`config.mk`:
```
export PLATFORM = sky130hd
export DESIGN_NAME = restoring_divider_flat
export DESIGN_NICKNAME = d
export VERILOG_FILES = /design/src/rtl/restoring_divider_if.sv /design/src/rtl/restoring_divider.sv /design/src/flat_wrapper.sv
export SDC_FILE = /design/constraint.sdc
export NUM_CORES = 1
export LEC_CHECK = 0
export BUFFER_PORTS_ARGS = -buffer_cell sky130_fd_sc_hd__buf_2
export CELL_PAD_IN_SITES_DETAIL_PLACEMENT = 0
export CELL_PAD_IN_SITES_GLOBAL_PLACEMENT = 1
export CORE_MARGIN = 3
export CORE_UTILIZATION = 27
export DETAILED_ROUTE_END_ITERATION = 16
export PLACE_DENSITY_LB_ADDON = 0.12
export SLEW_MARGIN = 40
export SYNTH_ARGS = -nofsm -noshare
export SYNTH_HDL_FRONTEND = slang
export SYNTH_SLANG_ARGS = --single-unit
```
`constraint.sdc`:
```
create_clock -name clk -period 2.55 [get_ports clk]
set_clock_uncertainty 0.05 [all_clocks]
set_input_delay 0.6375 -clock clk [delete_from_list [all_inputs] [get_ports clk]]
set_output_delay 0.6375 -clock clk [all_outputs]
set_load 0.03 [all_outputs]
```
`src/rtl/restoring_divider_if.sv`:
```
// Start/done handshake and result bundle for the sequential signed divider.
interface restoring_divider_if #(
  parameter int unsigned WIDTH = 8
) ();

  logic             start;
  logic [WIDTH-1:0] dividend_in;
  logic [WIDTH-1:0] divisor_in;
  logic [WIDTH-1:0] quotient;
  logic [WIDTH-1:0] remainder;
  logic             busy;
  logic             done;
  logic             dbz;
  logic             ovf;

  // Requester side: issues operands, observes results.
  modport master (
    output start, dividend_in, divisor_in,
    input  quotient, remainder, busy, done, dbz, ovf
  );

  // Divider side.
  modport slave (
    input  start, dividend_in, divisor_in,
    output quotient, remainder, busy, done, dbz, ovf
  );

endinterface

```
`src/rtl/restoring_divider.sv`:
```
// Sequential signed restoring divider: one quotient bit per clock on operand
// magnitudes, signs applied in a final fix-up cycle. Quotient truncates toward
// zero; remainder takes the sign of the dividend.
module restoring_divider #(
  parameter int unsigned WIDTH = 8
) (
  input logic                  clk,
  input logic                  rst,
  restoring_divider_if.slave   bus
);

  localparam int unsigned CntW = $clog2(WIDTH + 1);

  typedef enum logic [1:0] {StIdle, StRun, StFix} state_e;

  state_e           state_q, state_d;
  logic [WIDTH:0]   a_q, a_d;          // partial remainder, one extra bit for the subtract sign
  logic [WIDTH-1:0] q_q, q_d;          // dividend magnitude shifting out, quotient shifting in
  logic [WIDTH-1:0] m_q, m_d;          // divisor magnitude
  logic [CntW-1:0]  count_q, count_d;
  logic             neg_quot_q, neg_quot_d;
  logic             neg_rem_q, neg_rem_d;
  logic             ovf_pend_q, ovf_pend_d;

  logic [WIDTH-1:0] quotient_q, quotient_d;
  logic [WIDTH-1:0] remainder_q, remainder_d;
  logic             busy_q, busy_d;
  logic             done_q, done_d;
  logic             dbz_q, dbz_d;
  logic             ovf_q, ovf_d;

  logic [WIDTH:0]   a_shift;
  logic [WIDTH:0]   a_sub;
  logic [WIDTH-1:0] dvd_mag;
  logic [WIDTH-1:0] dvs_mag;
  logic [WIDTH-1:0] most_neg;

  assign most_neg = {1'b1, {(WIDTH-1){1'b0}}};
  // Magnitudes are unsigned, so |most-negative| fits.
  assign dvd_mag  = bus.dividend_in[WIDTH-1] ? -bus.dividend_in : bus.dividend_in;
  assign dvs_mag  = bus.divisor_in[WIDTH-1]  ? -bus.divisor_in  : bus.divisor_in;
  assign a_shift  = {a_q[WIDTH-1:0], q_q[WIDTH-1]};
  assign a_sub    = a_shift - {1'b0, m_q};

  // Next-state and datapath control for IDLE -> RUN -> FIX.
  always_comb begin
    state_d     = state_q;
    a_d         = a_q;
    q_d         = q_q;
    m_d         = m_q;
    count_d     = count_q;
    neg_quot_d  = neg_quot_q;
    neg_rem_d   = neg_rem_q;
    ovf_pend_d  = ovf_pend_q;
    quotient_d  = quotient_q;
    remainder_d = remainder_q;
    busy_d      = busy_q;
    done_d      = 1'b0;
    dbz_d       = dbz_q;
    ovf_d       = ovf_q;

    unique case (state_q)
      StIdle: begin
        if (bus.start) begin
          if (bus.divisor_in == '0) begin
            // Divide by zero completes immediately without entering RUN.
            quotient_d  = '1;
            remainder_d = bus.dividend_in;
            dbz_d       = 1'b1;
            ovf_d       = 1'b0;
            done_d      = 1'b1;
          end else begin
            a_d        = '0;
            q_d        = dvd_mag;
            m_d        = dvs_mag;
            count_d    = '0;
            neg_quot_d = bus.dividend_in[WIDTH-1] ^ bus.divisor_in[WIDTH-1];
            neg_rem_d  = bus.dividend_in[WIDTH-1];
            ovf_pend_d = (bus.dividend_in == most_neg) && (bus.divisor_in == '1);
            dbz_d      = 1'b0;
            ovf_d      = 1'b0;
            busy_d     = 1'b1;
            state_d    = StRun;
          end
        end
      end
      StRun: begin
        if (a_sub[WIDTH]) begin
          a_d = a_shift;
          q_d = {q_q[WIDTH-2:0], 1'b0};
        end else begin
          a_d = a_sub;
          q_d = {q_q[WIDTH-2:0], 1'b1};
        end
        count_d = count_q + 1'b1;
        if (count_q == CntW'(WIDTH - 1)) begin
          state_d = StFix;
        end
      end
      StFix: begin
        quotient_d  = neg_quot_q ? -q_q : q_q;
        remainder_d = neg_rem_q ? -a_q[WIDTH-1:0] : a_q[WIDTH-1:0];
        ovf_d       = ovf_pend_q;
        done_d      = 1'b1;
        busy_d      = 1'b0;
        state_d     = StIdle;
      end
      default: state_d = StIdle;
    endcase
  end

  // State and output registers with asynchronous reset.
  always_ff @(posedge clk or posedge rst) begin
    if (rst) begin
      state_q     <= StIdle;
      a_q         <= '0;
      q_q         <= '0;
      m_q         <= '0;
      count_q     <= '0;
      neg_quot_q  <= 1'b0;
      neg_rem_q   <= 1'b0;
      ovf_pend_q  <= 1'b0;
      quotient_q  <= '0;
      remainder_q <= '0;
      busy_q      <= 1'b0;
      done_q      <= 1'b0;
      dbz_q       <= 1'b0;
      ovf_q       <= 1'b0;
    end else begin
      state_q     <= state_d;
      a_q         <= a_d;
      q_q         <= q_d;
      m_q         <= m_d;
      count_q     <= count_d;
      neg_quot_q  <= neg_quot_d;
      neg_rem_q   <= neg_rem_d;
      ovf_pend_q  <= ovf_pend_d;
      quotient_q  <= quotient_d;
      remainder_q <= remainder_d;
      busy_q      <= busy_d;
      done_q      <= done_d;
      dbz_q       <= dbz_d;
      ovf_q       <= ovf_d;
    end
  end

  assign bus.quotient  = quotient_q;
  assign bus.remainder = remainder_q;
  assign bus.busy      = busy_q;
  assign bus.done      = done_q;
  assign bus.dbz       = dbz_q;
  assign bus.ovf       = ovf_q;

endmodule

```
`src/flat_wrapper.sv`:
```
// flat-port wrapper written by rule: the top's interface ports become plain ports
module restoring_divider_flat 
#(
  parameter int unsigned WIDTH = 8
)
  (clk, rst, bus_start, bus_dividend_in, bus_divisor_in, bus_quotient, bus_remainder, bus_busy, bus_done, bus_dbz, bus_ovf);
  restoring_divider_if #(.WIDTH(WIDTH)) bus_i ();
  input logic clk;
  input logic rst;
  input wire logic [$bits(bus_i.start)-1:0] bus_start;
  input wire logic [$bits(bus_i.dividend_in)-1:0] bus_dividend_in;
  input wire logic [$bits(bus_i.divisor_in)-1:0] bus_divisor_in;
  output wire logic [$bits(bus_i.quotient)-1:0] bus_quotient;
  output wire logic [$bits(bus_i.remainder)-1:0] bus_remainder;
  output wire logic [$bits(bus_i.busy)-1:0] bus_busy;
  output wire logic [$bits(bus_i.done)-1:0] bus_done;
  output wire logic [$bits(bus_i.dbz)-1:0] bus_dbz;
  output wire logic [$bits(bus_i.ovf)-1:0] bus_ovf;
  assign bus_i.start = bus_start;
  assign bus_i.dividend_in = bus_dividend_in;
  assign bus_i.divisor_in = bus_divisor_in;
  assign bus_quotient = bus_i.quotient;
  assign bus_remainder = bus_i.remainder;
  assign bus_busy = bus_i.busy;
  assign bus_done = bus_i.done;
  assign bus_dbz = bus_i.dbz;
  assign bus_ovf = bus_i.ovf;
  restoring_divider #(.WIDTH(WIDTH)) u_core (.clk(clk), .rst(rst), .bus(bus_i));
endmodule
```
==> results of run 1 <==
==> per-stage QoR <==
stage / power, uW / area (sq um) / hold WS [ns] / util, %
3_3_place_gp: 4280 / 3650 / 0.415 / 31.9
3_5_place_dp: 4290 / 3650 / 0.415 / 31.9
6_report: 5120 / 3850 / 0.316 / 33.6
4_1_cts: 5120 / 3830 / 0.336 / 33.4
2_1_floorplan: 3480 / 3190 / 0.393 / -
5_1_grt: 5590 / 3850 / 0.360 / 33.6
==> where the power goes <==
| part | switching (uW) | internal, uW |
|---|---|---|
| Sequential | 344 | 1220 |
| Clock | 323 | 491 |
| Combinational | 1530 | 1220 |
| Total | 2200 | 2920 |
==> logic make-up (layout without fill, tap and decap cells) <==
group / Yosys count / count (layout) / share of synthesized area (%)
xor gates and xnor gates: 28 / 28 / 7.68
buffers and inverters: 37 / 87 / 4.94
muxes: 9 / 9 / 2.86
and+or+nand+nor: 134 / 135 / 20.1
AOI/OAI and AO/OA: 84 / 84 / 16.7
adders and majority gates: 15 / 15 / 6.11
DFF: 53 / 53 / 41.5
==> path summary, 6_finish.rpt <==
| path | slack (ns) | startpoint | depth (start not counted) | endpoint |
|---|---|---|---|---|
| max | 0.20 | u_core.q_q[7] | 10 | u_core.a_q[6] |
| min | 0.32 | rst | 2 | u_core.bus.quotient[4] |
| max reg2reg | 0.20 | u_core.q_q[7] | 10 | u_core.a_q[6] |
| min reg2reg | 0.43 | u_core.bus.busy | 2 | u_core.bus.busy |
| max in group asynchronous | 1.56 | rst | 3 | u_core.a_q[2] |
| min in group clk | 0.43 | u_core.bus.busy | 2 | u_core.bus.busy |
==> final cells by class <==
type	count	area (sq um)
Clock inverter	2	37.5
Multi-Input combinational cell	271	1730
Inverter	19	71.3
Clock buffer	6	139
Fill cell	1199	7610
Timing Repair Buffer	60	368
Sequential cell	53	1330
Tap cell	143	179
==> state kept, by name (all words and copies together), names as in the netlist <==
name / flops
u_core.state_q: 2
u_core.bus.busy: 1
u_core.m_q: 8
u_core.bus.done: 1
u_core.bus.dbz: 1
u_core.neg_rem_q: 1
u_core.q_q: 8
u_core.bus.remainder: 8
u_core.a_q: 8
u_core.ovf_pend_q: 1
u_core.count_q: 4
u_core.bus.ovf: 1
u_core.bus.quotient: 8
u_core.neg_quot_q: 1
==> layer usage <==
layer	track usage (%)	up-vias
met4	3.05	0
met3	2.95	5
met5	0	-
met2	21.3	41
met1	19.8	1274
li1	-	1344
==> synthesized netlist by cell type (3+ instances only) <==
cell type,instances
nand2_1,61
dfrtp_1,53
o21ai_0,25
nor2_1,23
inv_1,19
xnor2_1,18
a21oi_1,16
ha_1,14
clkbuf_1,12
nand2b_1,11
xor2_1,10
a31oi_1,9
mux2i_1,8
nor3_1,8
nor2b_1,7
o31ai_1,6
nand4_1,4
o21ai_1,4
or3_1,4
a22o_1,3
a22oi_1,3
buf_2,3
nor4_1,3
o21a_1,3
o41ai_1,3
==> critical path: stages, from the launching register on <==
cell	delay, ns
dfrtp_1	0.35
inv_1	0.06
ha_1	0.20
fa_2	0.34
nand2b_4	0.15
a21oi_2	0.14
buf_4	0.13
nand4_1	0.11
or3b_4	0.32
nor2_1	0.06
a311o_1	0.31
==> what timing repair did <==
item,in CTS,in global routing
setup buffers,0,0
resized for setup,0,4
setup endpoints to repair,0,9
==> impl_metrics.json, run 1 <==
{
  "numCtsBuffers": 5,
  "cp-end-kind": "flop",
  "nets": 444,
  "area_growth_pct": 20.7,
  "setup_ws_ns": 0.199,
  "required_ns": 2.68,
  "grt_pass1_wl_mm": 14.2,
  "report.final.slew_viol_count": 0,
  "maxCapViolations": 0,
  "cts_root_buf": "clkbuf_16",
  "crit_path_max_fanout": 6,
  "gr-total-overflow": 0,
  "synth-edff-count": 0,
  "p_leak_uw": 0.00179,
  "hold_viol_final": 0,
  "syn-num-nets": 394,
  "synth_area_sq_mm": 0.00319,
  "die_h_um": 115,
  "core_sq_mm": 0.0115,
  "portBuffers": 38,
  "drc_errors": 0,
  "yosys_register_bits": 53,
  "final_cell_mix": "nand2_1 (61), dfrtp_1 (53), buf_2 (38)",
  "critPathKind": "flop to flop",
  "dr.max_layer_used": "met4",
  "finalNonFillerCells": 554,
  "cts_max_level": 2,
  "relSlewSlack_pct": 65.7,
  "ys.flop_type": "dfrtp_1",
  "clkLatencyLatePin_ns": 0.29,
  "dr.pass1.iters": 4,
  "grt_max_degree": 34,
  "ys_warn_count": 0,
  "diodes": 0,
  "critPathLaunchType": "flop",
  "yosysTopAreaCell": "dfrtp_1",
  "dp_hpwl_mm": 6.64,
  "syn_avg_cell_area_sq_um": 8.87,
  "drive_above_1_share_pct": 20.0,
  "finalCriticalPeriod_ns": 2.35,
  "antenna_found_initial": 0,
  "place_congestion": 0.760,
  "pin_count": 39,
  "vias": 2664,
  "rsz0062_at_grt": "false",
  "status": "complete, no violations",
  "routed_via_density": 4.81,
  "grt_pass1_vias": 2654,
  "detail-route-antenna-nets": 0,
  "die_area_sq_mm": 0.0132,
  "cts_buffer_depth": 2,
  "fmax_mhz": 425,
  "drt_wl_total_mm": 8.69,
  "cts_tree": "done",
  "synthCells": 360,
  "power_density_mw_per_mm2": 1330,
  "async_flop_share_pct": 100,
  "hp-class": "input port to async pin",
  "hold_buffers": 0,
  "setup_viol": 0,
  "routed-wl-met2_mm": 3.81,
  "die-width_um": 115,
  "rows": 39,
  "yosysUniqueCellTypes": 49,
  "min_period_over_period_pct": 92.2,
  "seq_area_frac_synth_pct": 41.5,
  "dp_slack_ns": 0.0642,
  "synth_area_leaders": "dfrtp_1 (42%), nand2_1 (7.2%), ha_1 (5.5%)",
  "yosysTopAreaCellShare_pct": 41.5,
  "ir_drop_v": 0.000503,
  "tightest_slew_ns": 0.513,
  "initial_core_util_pct": 27.8,
  "place_inst": 545,
  "crit_arrival_ns": 2.48,
  "wl_per_cell_um": 15.7,
  "met3_length_um": 366,
  "layout_commonest_cell": "nand2_1",
  "initialDrtViolationCount": 140,
  "clkTransAtPathRegs_ns": 0.07,
  "gr-usage-all-layers_pct": 13.8,
  "tns_ns": 0,
  "cts.sinks": 53,
  "met1_length_mm": 4.43
}
Note: power is estimated with default switching activity, not from simulation.
==> run 2, diff against run 1 <==
==> constraint.sdc (replaced) <==
create_clock -name clk -period 2.3 [get_ports clk]
set_clock_uncertainty 0.05 [all_clocks]
set_input_delay 0.575 -clock clk [delete_from_list [all_inputs] [get_ports clk]]
set_output_delay 0.575 -clock clk [all_outputs]
set_load 0.03 [all_outputs]
==> impl_metrics.json, run 2 (synthesis results as in run 1) <==
{
  "detail-route-antenna-nets": 0,
  "clkTransAtPathRegs_ns": 0.07,
  "crit_family": "simple AND/OR/NAND/NOR gates",
  "grt_pass1_wl_mm": 14.9,
  "dr.pass1.iters": 4,
  "wl_per_cell_um": 15.5,
  "required_ns": 2.43,
  "area_growth_pct": 27.0,
  "cts_max_level": 2,
  "final_cell_mix": "nand2_1 (61), dfrtp_1 (53), buf_4 (39)",
  "min_period_over_period_pct": 99.1,
  "grt_use_met2_pct": 21.7,
  "relSlewSlack_pct": 73.2,
  "numCtsBuffers": 5,
  "hp-class": "input port to async pin",
  "cts_root_buf": "clkbuf_16",
  "hold_viol_final": 0,
  "cpPeakStageDelay_ns": 0.45,
  "rows": 39,
  "pin_count": 39,
  "setup_ws_ns": 0.0199,
  "dp_slack_ns": -0.119,
  "cp-end-kind": "flop",
  "dp_hpwl_mm": 6.65,
  "status": "complete, no violations",
  "drt_wl_total_mm": 8.90,
  "die_h_um": 115,
  "gr-usage-met1_pct": 21.6,
  "crit_arrival_ns": 2.41,
  "cts_tree": "done",
  "critPathKind": "flop to flop",
  "drc_errors": 0,
  "die_area_sq_mm": 0.0132,
  "gr-usage-all-layers_pct": 14.3,
  "crit_path_max_fanout": 6,
  "maxCapViolations": 0,
  "diodes": 0,
  "fin_util_pct": 35.4,
  "finalCriticalPeriod_ns": 2.28,
  "fmax_mhz": 439,
  "multi_input_area_sq_mm": 0.00178,
  "cts_buffer_depth": 2,
  "hold_buffers": 0,
  "tns_ns": 0,
  "setup_viol": 0,
  "p_leak_uw": 0.00189,
  "initialDrtViolationCount": 126,
  "regArea_sq_mm": 0.00133,
  "crit_buf_inv": 0,
  "gr-total-overflow": 0,
  "grt_pass1_vias": 2812,
  "initial_core_util_pct": 27.8,
  "clkLatencyLatePin_ns": 0.29,
  "grt_max_degree": 54,
  "antenna_found_initial": 0,
  "die-width_um": 115,
  "tightest_slew_ns": 0.401,
  "routed_via_density": 4.71,
  "drive_above_1_share_pct": 24.9,
  "crit_slowest_cell": "or3b_4",
  "rsz0062_at_grt": "true",
  "vias": 2696,
  "critPathLaunchType": "flop",
  "cp_cell_sequence": "ha_4 -> fa_2 -> nand2b_4 -> a21oi_4 -> a31oi_2 -> or3b_4 -> mux2i_1 -> a22o_1",
  "portBuffers": 38,
  "layout_commonest_cell": "nand2_1",
  "power_density_mw_per_mm2": 1480,
  "busiest_layer": "met2",
  "core_sq_mm": 0.0115,
  "grt.met3_usage_pct": 2.42,
  "report.final.slew_viol_count": 0,
  "nets": 463,
  "fillers": 1176,
  "ir_drop_v": 0.000422,
  "cts.sinks": 53,
  "place_congestion": 0.784
}
## run 2: changes by cell type in the layout (fill, tap and decap cells not counted), moves of 2 or more
| cell | previous run | this run |
|---|---|---|
| inv_2 | 1 | 3 |
| ha_4 | 0 | 2 |
| buf_4 | 21 | 39 |
| inv_1 | 18 | 16 |
| o21ai_1 | 4 | 6 |
| o21ai_0 | 25 | 23 |
| ha_1 | 14 | 12 |
## run 2: path summary, 6_finish.rpt
| path | start | to | slack [ns] | cells after the start |
|---|---|---|---|---|
| min | rst | u_core.bus.quotient[4] | 0.28 | 3 |
| max | u_core.m_q[0] | u_core.a_q[0] | 0.02 | 8 |
| min in group clk | u_core.bus.busy | u_core.bus.busy | 0.43 | 2 |
| max reg2reg | u_core.m_q[0] | u_core.a_q[0] | 0.02 | 8 |
| max in group asynchronous | rst | u_core.bus.remainder[1] | 1.66 | 3 |
| min reg2reg | u_core.bus.busy | u_core.bus.busy | 0.43 | 2 |
## run 2: area by class of cell
| type | instances | area share, % |
|---|---|---|
| Timing Repair Buffer | 79 | 12.9 |
| Clock buffer | 7 | 3.52 |
| Clock inverter | 1 | 0.740 |
| Inverter | 19 | 1.76 |
| Tap cell | 143 | 4.41 |
| Multi-Input combinational cell | 271 | 44.0 |
| Sequential cell | 53 | 32.7 |
## run 2: per-layer routing
| layer | routed length [um] | vias to the layer above |
|---|---|---|
| met2 | 3890 | 44 |
| met3 | 292 | 4 |
| met1 | 4670 | 1264 |
| met5 | 0 | - |
| li1 | - | 1384 |
| met4 | 48 | 0 |
## run 2: per-stage QoR
stage | hold WS, ns | std cells | cell area, sq um | total power (uW)
2_1_floorplan | 0.393 | 360 | 3240 | 3970
4_1_cts | 0.298 | 573 | 4050 | 6040
6_report | 0.277 | 573 | 4060 | 5990
3_5_place_dp | 0.416 | 561 | 3830 | 5000
5_1_grt | 0.298 | 573 | 4060 | 6510
3_3_place_gp | 0.412 | 561 | 3830 | 5000
## run 2: worst register-to-register path, cell delays in order (launching register included)
cell and delay [ns]:
dfrtp_1 0.41, ha_4 0.18, fa_2 0.33, nand2b_4 0.16, a21oi_4 0.15, a31oi_2 0.12
or3b_4 0.45, mux2i_1 0.15, a22o_1 0.18
## run 2: power breakdown
part,internal (uW),switching (uW)
sequential,1350,361
clock,545,338
combinational,1550,1840
## run 2: repair_timing
| action | in CTS | in global routing |
|---|---|---|
| pin swaps | 4 | 1 |
| cloned | 1 | 0 |
| setup endpoints to repair | 5 | 8 |
| gates resized for setup | 3 | 4 |
| buffers inserted | 3 | 0 |
==> run 3, diff against run 2 <==
==> constraint.sdc (replaced) <==
create_clock -name clk -period 3 [get_ports clk]
set_clock_uncertainty 0.05 [all_clocks]
set_input_delay 0.75 -clock clk [delete_from_list [all_inputs] [get_ports clk]]
set_output_delay 0.75 -clock clk [all_outputs]
set_load 0.03 [all_outputs]
==> impl_metrics.json, run 3 (synthesis results as in run 1) <==
{
  "setup_viol": 0,
  "routed_via_density": 4.86,
  "finalCriticalPeriod_ns": 2.60,
  "final_cell_area_sq_mm": 0.00371,
  "area_growth_pct": 16.3,
  "cpPeakStageDelay_ns": 0.51,
  "crit_path_max_fanout": 12,
  "post_cts_buffers": 0,
  "power_switching_uw": 1830,
  "initialDrtViolationCount": 127,
  "drive_above_1_share_pct": 16.3,
  "cts_tree": "done",
  "critPathKind": "flop to flop",
  "nets": 431,
  "initial_core_util_pct": 27.8,
  "place_congestion": 0.781,
  "crit_buf_inv": 0,
  "tns_ns": 0,
  "grt_max_degree": 54,
  "p_seq_share_pct": 32.9,
  "combPwrFrac_pct": 53.0,
  "detail-route-antenna-nets": 0,
  "clkLatencyLatePin_ns": 0.30,
  "p_leak_uw": 0.00171,
  "cp_cell_sequence": "ha_1 -> fa_1 -> nand2b_1 -> a21oi_1 -> a31oi_1 -> or3b_4 -> a311o_1",
  "final_cell_mix": "nand2_1 (61), dfrtp_1 (53), buf_2 (38)",
  "gr-total-overflow": 0,
  "min_period_over_period_pct": 86.6,
  "layout_commonest_cell": "nand2_1",
  "critPathLaunchType": "flop",
  "status": "complete, no violations",
  "diodes": 0,
  "portBuffers": 38,
  "drc_errors": 0,
  "grt_pass1_wl_mm": 14.6,
  "cts_root_buf": "clkbuf_16",
  "hp-class": "input port to async pin",
  "report.final.slew_viol_count": 0,
  "clkTransAtPathRegs_ns": 0.07,
  "p_sw_share_pct": 44.7,
  "rsz0062_at_grt": "false",
  "power_density_mw_per_mm2": 1100,
  "crit_family": "compound AO/OA/AOI/OAI gates",
  "cts.sinks": 53,
  "place_inst": 533,
  "reg2reg_slack_ns": 0.40,
  "r2r_end": "u_core.a_q[6]",
  "fmax_mhz": 385,
  "cp-end-kind": "flop",
  "tightest_slew_ns": 0.409,
  "dr.pass1.iters": 4,
  "grt_pass1_vias": 2695,
  "core_sq_mm": 0.0115,
  "die_area_sq_mm": 0.0132,
  "r2r_start": "u_core.m_q[0]",
  "cts_max_level": 2,
  "die-width_um": 115,
  "crit_slowest_cell": "or3b_4",
  "die_h_um": 115,
  "power_frac_clock_pct": 14.1,
  "rows": 39,
  "vias": 2630,
  "cp_num_cells": 7,
  "hold_viol_final": 0,
  "drt_wl_total_mm": 8.77,
  "pin_count": 39,
  "dp_hpwl_mm": 6.47,
  "relSlewSlack_pct": 72.5,
  "finalNonFillerCells": 541,
  "crit_arrival_ns": 2.73,
  "required_ns": 3.14,
  "placed_area_sq_mm": 0.00358,
  "maxCapViolations": 0,
  "cts.repair.resized": 0,
  "p_int_uw": 2260,
  "wl_per_cell_um": 16.2,
  "hold_buffers": 0,
  "gr-usage-all-layers_pct": 14.1,
  "antenna_found_initial": 0,
  "cts_buffer_depth": 2,
  "numCtsBuffers": 5,
  "r2r_cells": 7,
  "ir_drop_v": 0.000306
}
==> run 3: power by group through the flow <==
stage                     combinational [uW]  sequential, uW  clock (uW)
after floorplan                         1470            1490           0
after global placement                  2180            1360           0
after detailed placement                2190            1370           0
after CTS                               2200            1350         599
after global routing                    2460            1400         620
final                                   2170            1350         577
==> run 3: cell type report <==
class | count | area [sq um]
Inverter | 19 | 71.3
Clock inverter | 2 | 10.0
Fill cell | 1181 | 7750
Multi-Input combinational cell | 270 | 1710
Timing Repair Buffer | 48 | 290
Clock buffer | 6 | 129
Sequential cell | 53 | 1330
Tap cell | 143 | 179
==> run 3: layer usage <==
metal  track usage (%)  routed length (um)
met1              20.2                4470
met2              22.2                3870
met3              2.79                 337
met4              3.05                  94
met5                 0                   0
==> run 3: worst reg2reg max path, cell delays in order (launching register included) <==
cell and delay (ns):
dfrtp_1 0.38, ha_1 0.23, fa_1 0.39, nand2b_1 0.20
a21oi_1 0.27, a31oi_1 0.13, or3b_4 0.51, a311o_1 0.34
==> run 3: per-stage QoR <==
stage	worst slack (ns)	util [%]	hold WS [ns]	power [uW]
after floorplan	0.474	-	0.393	2950
final	0.401	32.4	0.437	4100
after global routing	0.177	32.4	0.468	4480
after global placement	0.358	31.2	0.414	3550
after CTS	0.392	32.4	0.447	4160
after detailed placement	0.325	31.2	0.421	3560
==> run 3: worst max-delay path by stage <==
stage	start	endpoint
floorplan	u_core.q_q[7]	u_core.a_q[6]
global placement	bus_divisor_in[3]	u_core.count_q[3]
detailed placement	bus_divisor_in[3]	u_core.m_q[5]
CTS	u_core.m_q[0]	u_core.a_q[6]
global route	u_core.q_q[7]	u_core.a_q[0]
finish	u_core.m_q[0]	u_core.a_q[6]
